`src/rtl/uart_pkg.sv`:
```
// Shared constants for the UART transmit scheduler: FSM encoding, the default
// busy timeout and a small modulo-increment helper.
package uart_pkg;

  typedef logic [1:0] sch_state_t;

  localparam sch_state_t SCH_IDLE      = 2'd0;
  localparam sch_state_t SCH_START     = 2'd1;
  localparam sch_state_t SCH_WAIT_BUSY = 2'd2;
  localparam sch_state_t SCH_WAIT_DONE = 2'd3;

  localparam int DEFAULT_BUSY_TIMEOUT = 15;

  // Index following idx in a ring of n entries.
  function automatic int unsigned next_index(input int unsigned idx, input int unsigned n);
    return (idx + 1 >= n) ? 0 : idx + 1;
  endfunction

endpackage

```
`src/rtl/rr_picker.sv`:
```
// Rotating-priority picker: returns the first set bit of req_i when scanning
// from ptr_i upward, wrapping at NUM_REQ.
module rr_picker #(
  parameter int NUM_REQ = 4,
  parameter int IDW     = $clog2(NUM_REQ)
) (
  input  logic [NUM_REQ-1:0] req_i,
  input  logic [IDW-1:0]     ptr_i,
  output logic [IDW-1:0]     idx_o,
  output logic               found_o
);

  // NOTE: every combinational output gets a default before the loop so no
  // path leaves it unassigned, which would otherwise infer a latch.
  always_comb begin
    int cand;
    idx_o   = '0;
    found_o = 1'b0;
    for (int i = 0; i < NUM_REQ; i++) begin
      cand = int'(ptr_i) + i;
      if (cand >= NUM_REQ) begin
        cand = cand - NUM_REQ;
      end
      if (!found_o && req_i[cand]) begin
        found_o = 1'b1;
        idx_o   = IDW'(cand);
      end
    end
  end

endmodule

```
`src/rtl/uart_tx_scheduler.sv`:
```
// Round-robin scheduler sharing one UART transmitter between NUM_REQ byte
// streams, with per-requester burst lock and a busy-rise timeout.
module uart_tx_scheduler
  import uart_pkg::*;
#(
  parameter  int NUM_REQ      = 4,
  parameter  int BUSY_TIMEOUT = DEFAULT_BUSY_TIMEOUT,
  localparam int IDW          = $clog2(NUM_REQ)
) (
  input  logic                 clk,
  input  logic                 rst,
  input  logic [NUM_REQ-1:0]   req_valid,
  input  logic [8*NUM_REQ-1:0] req_data,
  input  logic [NUM_REQ-1:0]   req_lock,
  output logic [NUM_REQ-1:0]   req_ready,
  output logic [7:0]           uart_tx_data,
  output logic                 uart_tx_start,
  input  logic                 uart_tx_busy,
  output logic                 grant_valid,
  output logic [IDW-1:0]       grant_id,
  output logic                 timeout_err
);

  localparam int              CNT_W    = $clog2(BUSY_TIMEOUT + 1);
  localparam logic [CNT_W-1:0] CNT_LAST = CNT_W'(BUSY_TIMEOUT - 1);

  sch_state_t       state_q, state_d;
  logic [IDW-1:0]   rr_ptr_q, rr_ptr_d;
  logic             lock_hold_q, lock_hold_d;
  logic [CNT_W-1:0] cnt_q, cnt_d;
  logic [7:0]       tx_data_q, tx_data_d;
  logic [IDW-1:0]   grant_id_q, grant_id_d;

  logic [IDW-1:0]     pick_idx;
  logic               pick_found;
  logic               lock_ok;
  logic [IDW-1:0]     winner;
  logic               have_winner;
  logic [7:0]         win_byte;
  logic [IDW-1:0]     next_ptr;
  logic [NUM_REQ-1:0] ready_c;
  logic               start_c;
  logic               timeout_c;

  rr_picker #(
    .NUM_REQ (NUM_REQ),
    .IDW     (IDW)
  ) u_picker (
    .req_i   (req_valid),
    .ptr_i   (rr_ptr_q),
    .idx_o   (pick_idx),
    .found_o (pick_found)
  );

  // A held lock only wins while its owner still offers a byte.
  assign lock_ok     = lock_hold_q && req_valid[grant_id_q];
  assign winner      = lock_ok ? grant_id_q : pick_idx;
  assign have_winner = lock_ok || pick_found;
  assign next_ptr    = IDW'(next_index(32'(grant_id_q), NUM_REQ));

  always_comb begin
    win_byte = '0;
    for (int i = 0; i < NUM_REQ; i++) begin
      if (winner == IDW'(i)) begin
        win_byte = req_data[8*i +: 8];
      end
    end
  end

  always_comb begin
    state_d     = state_q;
    rr_ptr_d    = rr_ptr_q;
    lock_hold_d = lock_hold_q;
    cnt_d       = cnt_q;
    tx_data_d   = tx_data_q;
    grant_id_d  = grant_id_q;
    ready_c     = '0;
    start_c     = 1'b0;
    timeout_c   = 1'b0;

    case (state_q)
      SCH_IDLE: begin
        if (lock_hold_q && !lock_ok) begin
          lock_hold_d = 1'b0;
        end
        if (have_winner) begin
          for (int i = 0; i < NUM_REQ; i++) begin
            ready_c[i] = (winner == IDW'(i));
          end
          tx_data_d  = win_byte;
          grant_id_d = winner;
          state_d    = SCH_START;
        end
      end

      SCH_START: begin
        start_c = 1'b1;
        cnt_d   = '0;
        state_d = SCH_WAIT_BUSY;
      end

      SCH_WAIT_BUSY: begin
        if (uart_tx_busy) begin
          state_d = SCH_WAIT_DONE;
        end else if (cnt_q == CNT_LAST) begin
          // The core never started: drop the byte and move on.
          timeout_c   = 1'b1;
          rr_ptr_d    = next_ptr;
          lock_hold_d = 1'b0;
          state_d     = SCH_IDLE;
        end else begin
          cnt_d = cnt_q + 1'b1;
        end
      end

      SCH_WAIT_DONE: begin
        if (!uart_tx_busy) begin
          rr_ptr_d    = next_ptr;
          lock_hold_d = req_lock[grant_id_q];
          state_d     = SCH_IDLE;
        end
      end

      default: state_d = SCH_IDLE;
    endcase
  end

  // NOTE: state registers use non-blocking assignments so every flop samples
  // the pre-edge values regardless of block evaluation order.
  always_ff @(posedge clk) begin
    if (rst) begin
      state_q     <= SCH_IDLE;
      rr_ptr_q    <= '0;
      lock_hold_q <= 1'b0;
      cnt_q       <= '0;
      tx_data_q   <= '0;
      grant_id_q  <= '0;
    end else begin
      state_q     <= state_d;
      rr_ptr_q    <= rr_ptr_d;
      lock_hold_q <= lock_hold_d;
      cnt_q       <= cnt_d;
      tx_data_q   <= tx_data_d;
      grant_id_q  <= grant_id_d;
    end
  end

  // Strobes are masked while rst is high so none fires on the reset edge.
  assign req_ready     = rst ? '0 : ready_c;
  assign uart_tx_start = start_c && !rst;
  assign timeout_err   = timeout_c && !rst;
  assign uart_tx_data  = tx_data_q;
  assign grant_id      = grant_id_q;
  assign grant_valid   = (state_q != SCH_IDLE);

endmodule

```
`config.mk`:
```
export PLATFORM = sky130hd
export DESIGN_NAME = uart_tx_scheduler
export DESIGN_NICKNAME = d
export VERILOG_FILES = /design/src/rtl/uart_pkg.sv /design/src/rtl/rr_picker.sv /design/src/rtl/uart_tx_scheduler.sv
export SDC_FILE = /design/constraint.sdc
export NUM_CORES = 1
export LEC_CHECK = 0
export CAP_MARGIN = 20
export CORE_UTILIZATION = 42
export CTS_BUF_LIST = sky130_fd_sc_hd__clkbuf_16
export CTS_CLUSTER_SIZE = 10
export DETAILED_ROUTE_END_ITERATION = 7
export GPL_TIMING_DRIVEN = 0
export PLACE_DENSITY = 0.84
export SLEW_MARGIN = 15
export SYNTH_ARGS = -nofsm -noshare
export SYNTH_HDL_FRONTEND = slang
export SYNTH_SLANG_ARGS = --single-unit
```
`constraint.sdc`:
```
create_clock -name clk -period 2.68 [get_ports clk]
set_input_delay 0.536 -clock clk [delete_from_list [all_inputs] [get_ports clk]]
set_output_delay 0.536 -clock clk [all_outputs]
set_load 0.05 [all_outputs]
```
==> flow_summary.html, run 1 <==
<table>
<tr><th>Metric</th><th>Value</th></tr>
<tr><th colspan="2">Outcome</th></tr>
<tr><td>Status</td><td>completed</td></tr>
<tr><th colspan="2">GRT</th></tr>
<tr><td>Vias in the first global route</td><td>1575</td></tr>
<tr><td>GRT Residual Overflow</td><td>0</td></tr>
<tr><td>Number of antenna violations at the first check in global routing</td><td>0</td></tr>
<tr><td>Global routing met2 resource utilization</td><td>0.4756</td></tr>
<tr><td>Wire length of the first global-routing pass</td><td>6989 um</td></tr>
<tr><td>Most crowded layer after global routing</td><td>met2</td></tr>
<tr><td>Met3 usage in global routing</td><td>0.07473</td></tr>
<tr><td>Gr usage total</td><td>0.2663</td></tr>
<tr><td>Met1 global-route usage</td><td>0.2923</td></tr>
<tr><td>Pin count of the biggest net entering global routing</td><td>11</td></tr>
<tr><th colspan="2">Power and ir drop</th></tr>
<tr><td>Max VDD drop</td><td>332.3 uV</td></tr>
<tr><td>Internal Power</td><td>753.7 uW</td></tr>
<tr><td>Power per Cell Area</td><td>496.0 nW/um^2</td></tr>
<tr><td>Switching power share of the total</td><td>0.3547</td></tr>
<tr><td>Fraction of power consumed by sequential logic</td><td>0.290</td></tr>
<tr><td>Comb pwr share</td><td>0.445</td></tr>
<tr><td>Net switching power figure</td><td>414.2 uW</td></tr>
<tr><td>Static power due to leakage</td><td>0.0009554 uW</td></tr>
<tr><td>Clock network fraction of total power</td><td>0.264</td></tr>
<tr><th colspan="2">STA</th></tr>
<tr><td>Worst clock skew on the final layout</td><td>0.003188 ns</td></tr>
<tr><td>Setup repair after global routing missed its margin</td><td>yes</td></tr>
<tr><td>Worst slew margin relative to its limit</td><td>0.5072</td></tr>
<tr><td>Aggregate negative setup slack</td><td>0 ns</td></tr>
<tr><td>Final worst path period need</td><td>2.670 ns</td></tr>
<tr><td>Count of endpoints failing setup in the final report</td><td>0</td></tr>
<tr><td>Peak Freq</td><td>0.3746 GHz</td></tr>
<tr><td>Ratio of final minimum period to clock period</td><td>0.9961</td></tr>
<tr><td>Slew at the pin closest to its max-slew limit</td><td>0.7393 ns</td></tr>
<tr><td>Number of hold-slack violations in the final timing report</td><td>0</td></tr>
<tr><td>Hold slack final</td><td>0.5138 ns</td></tr>
<tr><td>Number of slew-limit violations in the final report</td><td>0</td></tr>
<tr><td>Smallest setup slack after layout</td><td>0.01048 ns</td></tr>
<tr><th colspan="2">Die</th></tr>
<tr><td>Number of placement rows</td><td>20</td></tr>
<tr><td>Overall die height</td><td>58.96 um</td></tr>
<tr><td>Count of boundary I/O pins</td><td>60</td></tr>
<tr><td>Die width</td><td>58.96 um</td></tr>
<tr><td>Core region area</td><td>3053 um^2</td></tr>
<tr><td>Initial core utilization</td><td>0.4463</td></tr>
<tr><td>Die outline area</td><td>3476 um^2</td></tr>
<tr><th colspan="2">Route</th></tr>
<tr><td>Drt pass-1 iters</td><td>4</td></tr>
<tr><td>Via density per instance</td><td>5.663</td></tr>
<tr><td>Final routed DRC violation total</td><td>0</td></tr>
<tr><td>Total via count after detailed routing</td><td>1597</td></tr>
<tr><td>Iter 0 DRT Violations</td><td>110</td></tr>
<tr><td>Final Routed Wirelength</td><td>4557 um</td></tr>
<tr><td>WL/cell</td><td>16.16 um</td></tr>
<tr><td>Remaining antenna violation count after routing</td><td>0</td></tr>
<tr><th colspan="2">Worst hold path</th></tr>
<tr><td>Type of the worst min-delay path</td><td>reg -&gt; reg</td></tr>
<tr><td>Hold-critical path depth</td><td>2</td></tr>
<tr><td>Hold Path End</td><td>cnt_q[0]</td></tr>
<tr><td>Beginning of the worst hold path</td><td>cnt_q[0]</td></tr>
<tr><th colspan="2">Worst setup path</th></tr>
<tr><td>Biggest fanout along the worst timing path</td><td>3</td></tr>
<tr><td>Chain of cells forming the critical path</td><td>mux2_4 &gt; and3_4 &gt; or2_4 &gt; o31a_1 &gt; and4b_2 &gt; buf_8</td></tr>
<tr><td>Endpoint of the lowest-slack register-to-register path</td><td>uart_tx_data[7]</td></tr>
<tr><td>Crit end category</td><td>primary output</td></tr>
<tr><td>Peak per-stage delay on the critical path</td><td>0.37 ns</td></tr>
<tr><td>Crit start category</td><td>register</td></tr>
<tr><td>Launching point of the worst reg2reg path</td><td>grant_id[0]</td></tr>
<tr><td>WS Path Type</td><td>reg -&gt; out</td></tr>
<tr><td>Flop-to-flop setup slack</td><td>0.18 ns</td></tr>
<tr><td>Endpoint arrival time on the critical path</td><td>2.13 ns</td></tr>
<tr><td>Reg2Reg Depth</td><td>9</td></tr>
<tr><td>Data required, critical path</td><td>2.14 ns</td></tr>
<tr><td>Buffers plus inverters on the worst setup path</td><td>1</td></tr>
<tr><td>CP max stage cell</td><td>dfxtp_4</td></tr>
<tr><td>Kind of cell adding the most delay to the critical path</td><td>simple AND/OR/NAND/NOR gates</td></tr>
<tr><th colspan="2">CTS</th></tr>
<tr><td>Number of clock sinks</td><td>19</td></tr>
<tr><td>Bufs on Longest Clock Path</td><td>2</td></tr>
<tr><td>Root Buffer</td><td>clkbuf_16</td></tr>
<tr><td>Maximum level of the CTS H-tree</td><td>1</td></tr>
<tr><td>CTS clk-pin slew, worst paths</td><td>0.06 ns</td></tr>
<tr><td>Clock latency reported for the late side of the worst-skew pair</td><td>0.25 ns</td></tr>
<tr><td>Clock buffers created by TritonCTS</td><td>3</td></tr>
<tr><td>CTS tree</td><td>done</td></tr>
<tr><th colspan="2">Logic synthesis</th></tr>
<tr><td>Sequential share of the synthesized area</td><td>0.2792</td></tr>
<tr><td>Syn Std Cell Area</td><td>1363 um^2</td></tr>
<tr><td>Number of library cell types mapped by synthesis</td><td>41</td></tr>
<tr><td>Biggest area consumer among synthesized cells</td><td>dfxtp_1</td></tr>
<tr><td>Commonest register cell after synthesis</td><td>dfxtp_1</td></tr>
<tr><td>Fraction of synthesized cell area taken by the top area cell type</td><td>0.2792</td></tr>
<tr><td>Number of nets in the synthesized netlist</td><td>205</td></tr>
<tr><td>Count of synthesis-stage warnings from yosys</td><td>0</td></tr>
<tr><td>Async set-reset flop share out of synthesis</td><td>0</td></tr>
<tr><td>Cells after Synth</td><td>159</td></tr>
<tr><td>Synth Register Bits</td><td>19</td></tr>
<tr><td>Synth top area cells</td><td>dfxtp_1, mux2i_1, nor2_1</td></tr>
<tr><td>Count of flip-flops with a built-in enable after synthesis</td><td>0</td></tr>
<tr><td>Per-instance average area after synthesis</td><td>8.570 um^2</td></tr>
<tr><th colspan="2">Placement</th></tr>
<tr><td>DP Wirelength</td><td>2969 um</td></tr>
<tr><td>Routability congestion estimate</td><td>0.8358</td></tr>
<tr><td>Number of I/O port buffers</td><td>58</td></tr>
<tr><td>Worst slack, placed</td><td>-1.309 ns</td></tr>
<tr><th colspan="2">Layout</th></tr>
<tr><td>Layout cell share with drive strength beyond 1</td><td>0.2521</td></tr>
<tr><td>Area growth from synthesis to final layout</td><td>72.82%</td></tr>
<tr><td>Ant diodes</td><td>0</td></tr>
<tr><td>Post-layout nets</td><td>285</td></tr>
<tr><th colspan="2">Job</th></tr>
<tr><td>Maximum capacitance violations</td><td>0</td></tr>
</table>
## per-layer routing
| layer | vias up | part of all wire |
|---|---|---|
| met5 | - | 0 |
| met4 | 0 | 0.020 |
| met3 | 11 | 0.075 |
| met2 | 80 | 0.52 |
| met1 | 758 | 0.39 |
| li1 | 748 | - |
## registers in the layout (all words and copies together) (netlist names)
name / cells
lock_hold_q: 1
uart_tx_data: 8
grant_id: 2
cnt_q: 4
rr_ptr_q: 2
state_q: 2
## cell families (layout without fill, tap and decap cells)
group	count (synthesis)	in the layout	synth area share
and+or+nand+nor	60	60	0.2332
AOI/OAI and AO/OA	37	37	0.2332
buffers and inverters	22	101	0.06979
DFF	19	19	0.2792
muxes	16	16	0.1442
adders and majority gates	3	3	0.02755
xor gates and xnor gates	2	2	0.01286
## worst max-delay path by stage
| stage | startpoint | endpoint | slack (ns) | cells after the start |
|---|---|---|---|---|
| final | grant_id[0] | req_ready[2] | 0.01 | 6 |
| after floorplan | grant_id[0] | req_ready[0] | -0.17 | 7 |
| after global routing | grant_id[0] | req_ready[0] | -0.05 | 7 |
| after CTS | grant_id[0] | req_ready[2] | -0.06 | 7 |
| after global placement | req_valid[2] | req_ready[2] | -1.29 | 8 |
| after detailed placement | req_valid[2] | req_ready[2] | -1.31 | 8 |
## cells in the final DEF, fill, tap and decap left out, drive strengths merged, types with 5 or more instances in the layout
cell type	Yosys	layout
a211oi	6	6
a21oi	6	6
a31o	5	5
buf	5	31
clkbuf	5	7
clkdlybuf4s50	0	49
dfxtp	19	19
inv	12	13
mux2	6	6
mux2i	8	8
nand2	9	9
nand2b	6	6
nor2	18	18
nor3b	6	6
## worst reg2reg max path, stage by stage (launching register included)
cell      delay, ns
dfxtp_4        0.37
mux2_4         0.31
and3b_4        0.22
buf_4          0.14
buf_4          0.14
o31ai_4        0.19
buf_4          0.24
mux2_1         0.34
a222oi_1       0.29
a211oi_2       0.12
## synth_stat cells (2+ instances only)
master,instances
dfxtp_1,19
nor2_1,18
inv_1,12
nand2_1,9
mux2i_1,8
a21oi_1,6
nand2b_1,6
nor3b_1,6
a31o_1,5
clkbuf_1,5
a211oi_2,4
a221oi_1,4
a222oi_1,4
buf_2,4
mux2_1,4
nand3_1,4
nor2b_1,4
nor3_1,4
a31oi_1,3
ha_1,3
a211oi_1,2
a32o_1,2
mux4_2,2
nor4_1,2
or2_1,2
xor2_1,2
## metrics by stage
step                      cells    util  instance area [um^2]  total power, uW
final                       282  0.7713                  2355             1168
after global routing        282  0.7713                  2355             1220
after CTS                   276  0.7475                  2282             1148
after detailed placement    261  0.6770                  2067            800.1
after global placement      261  0.6770                  2067            789.0
after floorplan             159       -                  1431            634.9
## power by group through the flow
| stage | clock network [uW] | logic, uW | registers, uW |
|---|---|---|---|
| floorplan | 0 | 217 | 418 |
| global placement | 0 | 449 | 340 |
| detailed placement | 0 | 458 | 342 |
| CTS | 313 | 498 | 337 |
| global route | 326 | 551 | 343 |
| finish | 309 | 520 | 339 |
## repair_timing
action                                  CTS  global route
resized for setup                        64             9
hold buffers                              0             0
pin swaps                                 5             6
endpoints found under the setup margin    9             5
buffers inserted                         12             7
## cell type report
class / count / area, um^2
Buffer: 8 / 47.55
Clock buffer: 3 / 75.07
Clock inverter: 1 / 3.754
Fill cell: 212 / 698.2
Inverter: 12 / 45.04
Multi-Input combinational cell: 118 / 991.0
Sequential cell: 19 / 385.4
Tap cell: 44 / 55.05
Timing Repair Buffer: 77 / 752.0
No activity file was read; power rests on OpenSTA's default activity.
==> run 2, diff against run 1 <==
--- a/config.mk
+++ b/config.mk
@@ -6,12 +6,15 @@
 export NUM_CORES = 1
 export LEC_CHECK = 0
 export CAP_MARGIN = 20
-export CORE_UTILIZATION = 42
+export CELL_PAD_IN_SITES_DETAIL_PLACEMENT = 1
+export CELL_PAD_IN_SITES_GLOBAL_PLACEMENT = 2
+export CORE_MARGIN = 3
+export CORE_UTILIZATION = 23
 export CTS_BUF_LIST = sky130_fd_sc_hd__clkbuf_16
 export CTS_CLUSTER_SIZE = 10
 export DETAILED_ROUTE_END_ITERATION = 7
 export GPL_TIMING_DRIVEN = 0
-export PLACE_DENSITY = 0.84
+export PLACE_DENSITY = 0.83
 export SLEW_MARGIN = 15
 export SYNTH_ARGS = -nofsm -noshare
 export SYNTH_HDL_FRONTEND = slang
==> run 2 against run 1 <==
The flow now finishes with violations (setup timing). First-iteration DRC count decreased by 25%. Maximum frequency fell by 1.1%. Sequential share of layout area decreased by 0.21 points. Critical path type is now in -> out. Critical endpoint unchanged. Largest cell class unchanged. Highest routed layer unchanged.
==> flow_summary.html, run 2 (synthesis results as in run 1) <==
<table>
<tr><th>Metric</th><th>Value</th></tr>
<tr><th colspan="2">GRT</th></tr>
<tr><td>Pin count of the biggest net entering global routing</td><td>11 (unchanged)</td></tr>
<tr><td>Wire length of the first global-routing pass</td><td>7679 um (+9.9%)</td></tr>
<tr><td>GRT Residual Overflow</td><td>0 (unchanged)</td></tr>
<tr><td>Number of antenna violations at the first check in global routing</td><td>0 (unchanged)</td></tr>
<tr><td>Vias in the first global route</td><td>1530 (-2.9%)</td></tr>
<tr><td>Gr usage total</td><td>0.1365 (-0.1298)</td></tr>
<tr><th colspan="2">Die</th></tr>
<tr><td>Number of placement rows</td><td>27 (+35%)</td></tr>
<tr><td>Initial core utilization</td><td>0.2430 (-0.2033)</td></tr>
<tr><td>Overall die height</td><td>82.97 um (+41%)</td></tr>
<tr><td>Die width</td><td>82.97 um (+41%)</td></tr>
<tr><td>Die outline area</td><td>6884 um^2 (+98%)</td></tr>
<tr><td>Core region area</td><td>5608 um^2 (+84%)</td></tr>
<tr><td>Count of boundary I/O pins</td><td>60 (unchanged)</td></tr>
<tr><th colspan="2">Route</th></tr>
<tr><td>Final Routed Wirelength</td><td>4829 um (+6.0%)</td></tr>
<tr><td>WL/cell</td><td>15.68 um (-3.0%)</td></tr>
<tr><td>Drt pass-1 iters</td><td>6 (+2)</td></tr>
<tr><td>Final routed DRC violation total</td><td>0 (unchanged)</td></tr>
<tr><td>Total via count after detailed routing</td><td>1505 (-5.8%)</td></tr>
<tr><td>Via density per instance</td><td>4.886 (-14%)</td></tr>
<tr><td>Remaining antenna violation count after routing</td><td>0 (unchanged)</td></tr>
<tr><td>Iter 0 DRT Violations</td><td>83 (-25%)</td></tr>
<tr><th colspan="2">STA</th></tr>
<tr><td>Count of endpoints failing setup in the final report</td><td>1 (+1)</td></tr>
<tr><td>Final worst path period need</td><td>2.699 ns (+0.02967 ns)</td></tr>
<tr><td>Number of slew-limit violations in the final report</td><td>0 (unchanged)</td></tr>
<tr><td>Worst slew margin relative to its limit</td><td>0.5094 (+0.002241)</td></tr>
<tr><td>Ratio of final minimum period to clock period</td><td>1.007 (+0.01107)</td></tr>
<tr><td>Aggregate negative setup slack</td><td>-0.01920 ns (-0.01920 ns)</td></tr>
<tr><td>Setup repair after global routing missed its margin</td><td>yes</td></tr>
<tr><td>Number of hold-slack violations in the final timing report</td><td>0 (unchanged)</td></tr>
<tr><td>Smallest setup slack after layout</td><td>-0.01920 ns (-0.02967 ns)</td></tr>
<tr><td>Peak Freq</td><td>0.3705 GHz (-1.1%)</td></tr>
<tr><td>Worst clock skew on the final layout</td><td>0.001704 ns (-0.001484 ns)</td></tr>
<tr><td>Slew at the pin closest to its max-slew limit</td><td>0.7359 ns (-0.003360 ns)</td></tr>
<tr><th colspan="2">CTS</th></tr>
<tr><td>CTS tree</td><td>done</td></tr>
<tr><td>Quantity of hold-fixing buffers added after cts</td><td>0 (unchanged)</td></tr>
<tr><td>Clock latency reported for the late side of the worst-skew pair</td><td>0.25 ns (about the same)</td></tr>
<tr><td>Root Buffer</td><td>clkbuf_16</td></tr>
<tr><td>CTS clk-pin slew, worst paths</td><td>0.06 ns (about the same)</td></tr>
<tr><td>Maximum level of the CTS H-tree</td><td>1 (unchanged)</td></tr>
<tr><td>Bufs on Longest Clock Path</td><td>2 (unchanged)</td></tr>
<tr><td>Clock buffers created by TritonCTS</td><td>3 (unchanged)</td></tr>
<tr><td>Number of clock sinks</td><td>19 (unchanged)</td></tr>
<tr><th colspan="2">Layout</th></tr>
<tr><td>Commonest non-fill, non-tap cells in the layout</td><td>clkdlybuf4s50_1, nor2_1, dfxtp_1</td></tr>
<tr><td>Final Instance Count excl. Fillers</td><td>308 (+9.2%)</td></tr>
<tr><td>Most common library cell in the layout ignoring fill and taps</td><td>clkdlybuf4s50_1</td></tr>
<tr><td>Post-layout nets</td><td>283 (-0.70%)</td></tr>
<tr><td>Area growth from synthesis to final layout</td><td>75.02%</td></tr>
<tr><td>Ant diodes</td><td>0 (unchanged)</td></tr>
<tr><td>Number of flip-flops under the largest register name</td><td>8 (unchanged)</td></tr>
<tr><td>Filler cell count</td><td>664 (+210%)</td></tr>
<tr><td>Reg area</td><td>385.4 um^2 (unchanged)</td></tr>
<tr><td>Total area of multi-input combinational cells</td><td>994.7 um^2 (+0.38%)</td></tr>
<tr><td>Layout cell share with drive strength beyond 1</td><td>0.2500 (-0.002101)</td></tr>
<tr><th colspan="2">Worst hold path</th></tr>
<tr><td>Hold-critical path depth</td><td>2 (unchanged)</td></tr>
<tr><td>Type of the worst min-delay path</td><td>reg -&gt; reg</td></tr>
<tr><td>Beginning of the worst hold path</td><td>cnt_q[0]</td></tr>
<tr><th colspan="2">Placement</th></tr>
<tr><td>Placed Instances</td><td>289 (+11%)</td></tr>
<tr><td>DP Wirelength</td><td>3254 um (+9.6%)</td></tr>
<tr><td>Number of I/O port buffers</td><td>58 (unchanged)</td></tr>
<tr><td>Routability congestion estimate</td><td>0.7072 (-15%)</td></tr>
<tr><th colspan="2">Power and ir drop</th></tr>
<tr><td>Switching power share of the total</td><td>0.3579 (+0.003206)</td></tr>
<tr><td>Comb pwr share</td><td>0.446 (about the same)</td></tr>
<tr><td>Clock network fraction of total power</td><td>0.266 (+0.002)</td></tr>
<tr><td>Power per Cell Area</td><td>490.8 nW/um^2 (-1.0%)</td></tr>
<tr><td>Max VDD drop</td><td>289.2 uV (-13%)</td></tr>
<tr><td>Internal Power</td><td>751.6 uW (-0.28%)</td></tr>
<tr><td>Static power due to leakage</td><td>0.0009327 uW (-2.4%)</td></tr>
<tr><td>Fraction of power consumed by sequential logic</td><td>0.288 (-0.002)</td></tr>
<tr><td>Net switching power figure</td><td>418.9 uW (+1.1%)</td></tr>
<tr><th colspan="2">Worst setup path</th></tr>
<tr><td>Worst setup path start</td><td>req_valid[2]</td></tr>
<tr><td>Reg2Reg Depth</td><td>8 (-1)</td></tr>
<tr><td>CP max stage cell</td><td>o31a_1</td></tr>
<tr><td>Crit end category</td><td>primary output</td></tr>
<tr><td>Peak per-stage delay on the critical path</td><td>0.35 ns (-0.02 ns)</td></tr>
<tr><td>Biggest fanout along the worst timing path</td><td>8 (+5)</td></tr>
<tr><td>Data required, critical path</td><td>2.14 ns (about the same)</td></tr>
<tr><td>Crit start category</td><td>input port</td></tr>
<tr><td>Chain of cells forming the critical path</td><td>buf_6 &gt; mux2_4 &gt; and3_4 &gt; or2_4 &gt; o31a_1 &gt; and4b_2 &gt; buf_8</td></tr>
<tr><td>WS Path Type</td><td>in -&gt; out</td></tr>
<tr><td>Endpoint arrival time on the critical path</td><td>2.16 ns (+0.03 ns)</td></tr>
<tr><td>Launching point of the worst reg2reg path</td><td>grant_id[0]</td></tr>
<tr><th colspan="2">Outcome</th></tr>
<tr><td>Status</td><td>complete, but fails checks</td></tr>
<tr><td>Violated checks</td><td>setup timing</td></tr>
<tr><th colspan="2">Job</th></tr>
<tr><td>Maximum capacitance violations</td><td>0 (unchanged)</td></tr>
</table>
==> run 2: cell count changes in the layout (fill, tap and decap cells not counted) <==
cell,before,now
buf_6,7,8
a21oi_1,6,5
a21oi_2,0,1
dlymetal6s2s_1,1,0
clkbuf_4,1,2
dlygate4sd2_1,0,1
buf_4,21,16
clkbuf_8,0,1
==> run 2: power by group through the flow <==
stage	Clock [uW]	Combinational [uW]	Sequential, uW
after floorplan	0	217	418
after global placement	0	462	341
after detailed placement	0	465	343
after CTS	316	515	337
after global routing	325	555	342
final	311	522	337
==> run 2: what timing repair did <==
item | 4_1_cts | 5_1_grt
buffers inserted | 10 | 7
gates resized for setup | 68 | 7
setup endpoints to repair | 11 | 4
hold endpoints to repair | 0 | 0
pin swaps | 6 | 5
cloned | 0 | 0
==> run 2: area by class of cell <==
cell class	instances	share of cell area
clock buffers	3	0.03148
well taps	72	0.03778
clock inverters	1	0.001574
multi-input cells	118	0.4171
inverters	12	0.01889
repair buffers	75	0.3074
flip-flops and latches	19	0.1616
plain buffers	8	0.02413
==> run 2: through the flow <==
step                      utilization  worst slack (ns)  instance area, um^2  total power (uW)  hold WS [ns]
after global placement         0.3748            -1.368                 2102             803.0        0.4953
after CTS                      0.4141          -0.08005                 2322              1169        0.5284
after global routing           0.4253          -0.07449                 2385              1223        0.5619
after floorplan                     -           -0.1698                 1431             634.9        0.4740
final                          0.4253          -0.01920                 2385              1170        0.5238
after detailed placement       0.3748            -1.365                 2102             807.5        0.5199
==> run 2: layer usage <==
layer	global-route usage	share of wire
met1	0.1622	0.43
met2	0.2398	0.51
met3	0.04067	0.050
met4	0.03269	0.0093
met5	0	0
==> run 2: worst paths after layout <==
check	end	slack, ns
worst min register to register	cnt_q[0]	0.52
worst max-delay path	req_ready[2]	-0.02
worst max register to register	uart_tx_data[7]	0.23
worst min-delay path	cnt_q[0]	0.52
==> run 2: worst max-delay path, delay by kind of cell <==
| kind | cells | cell delay [ns] |
|---|---|---|
| mux | 1 | 0.28 |
| buf+inv | 2 | 0.26 |
| compound gates | 1 | 0.35 |
| simple gates | 3 | 0.71 |
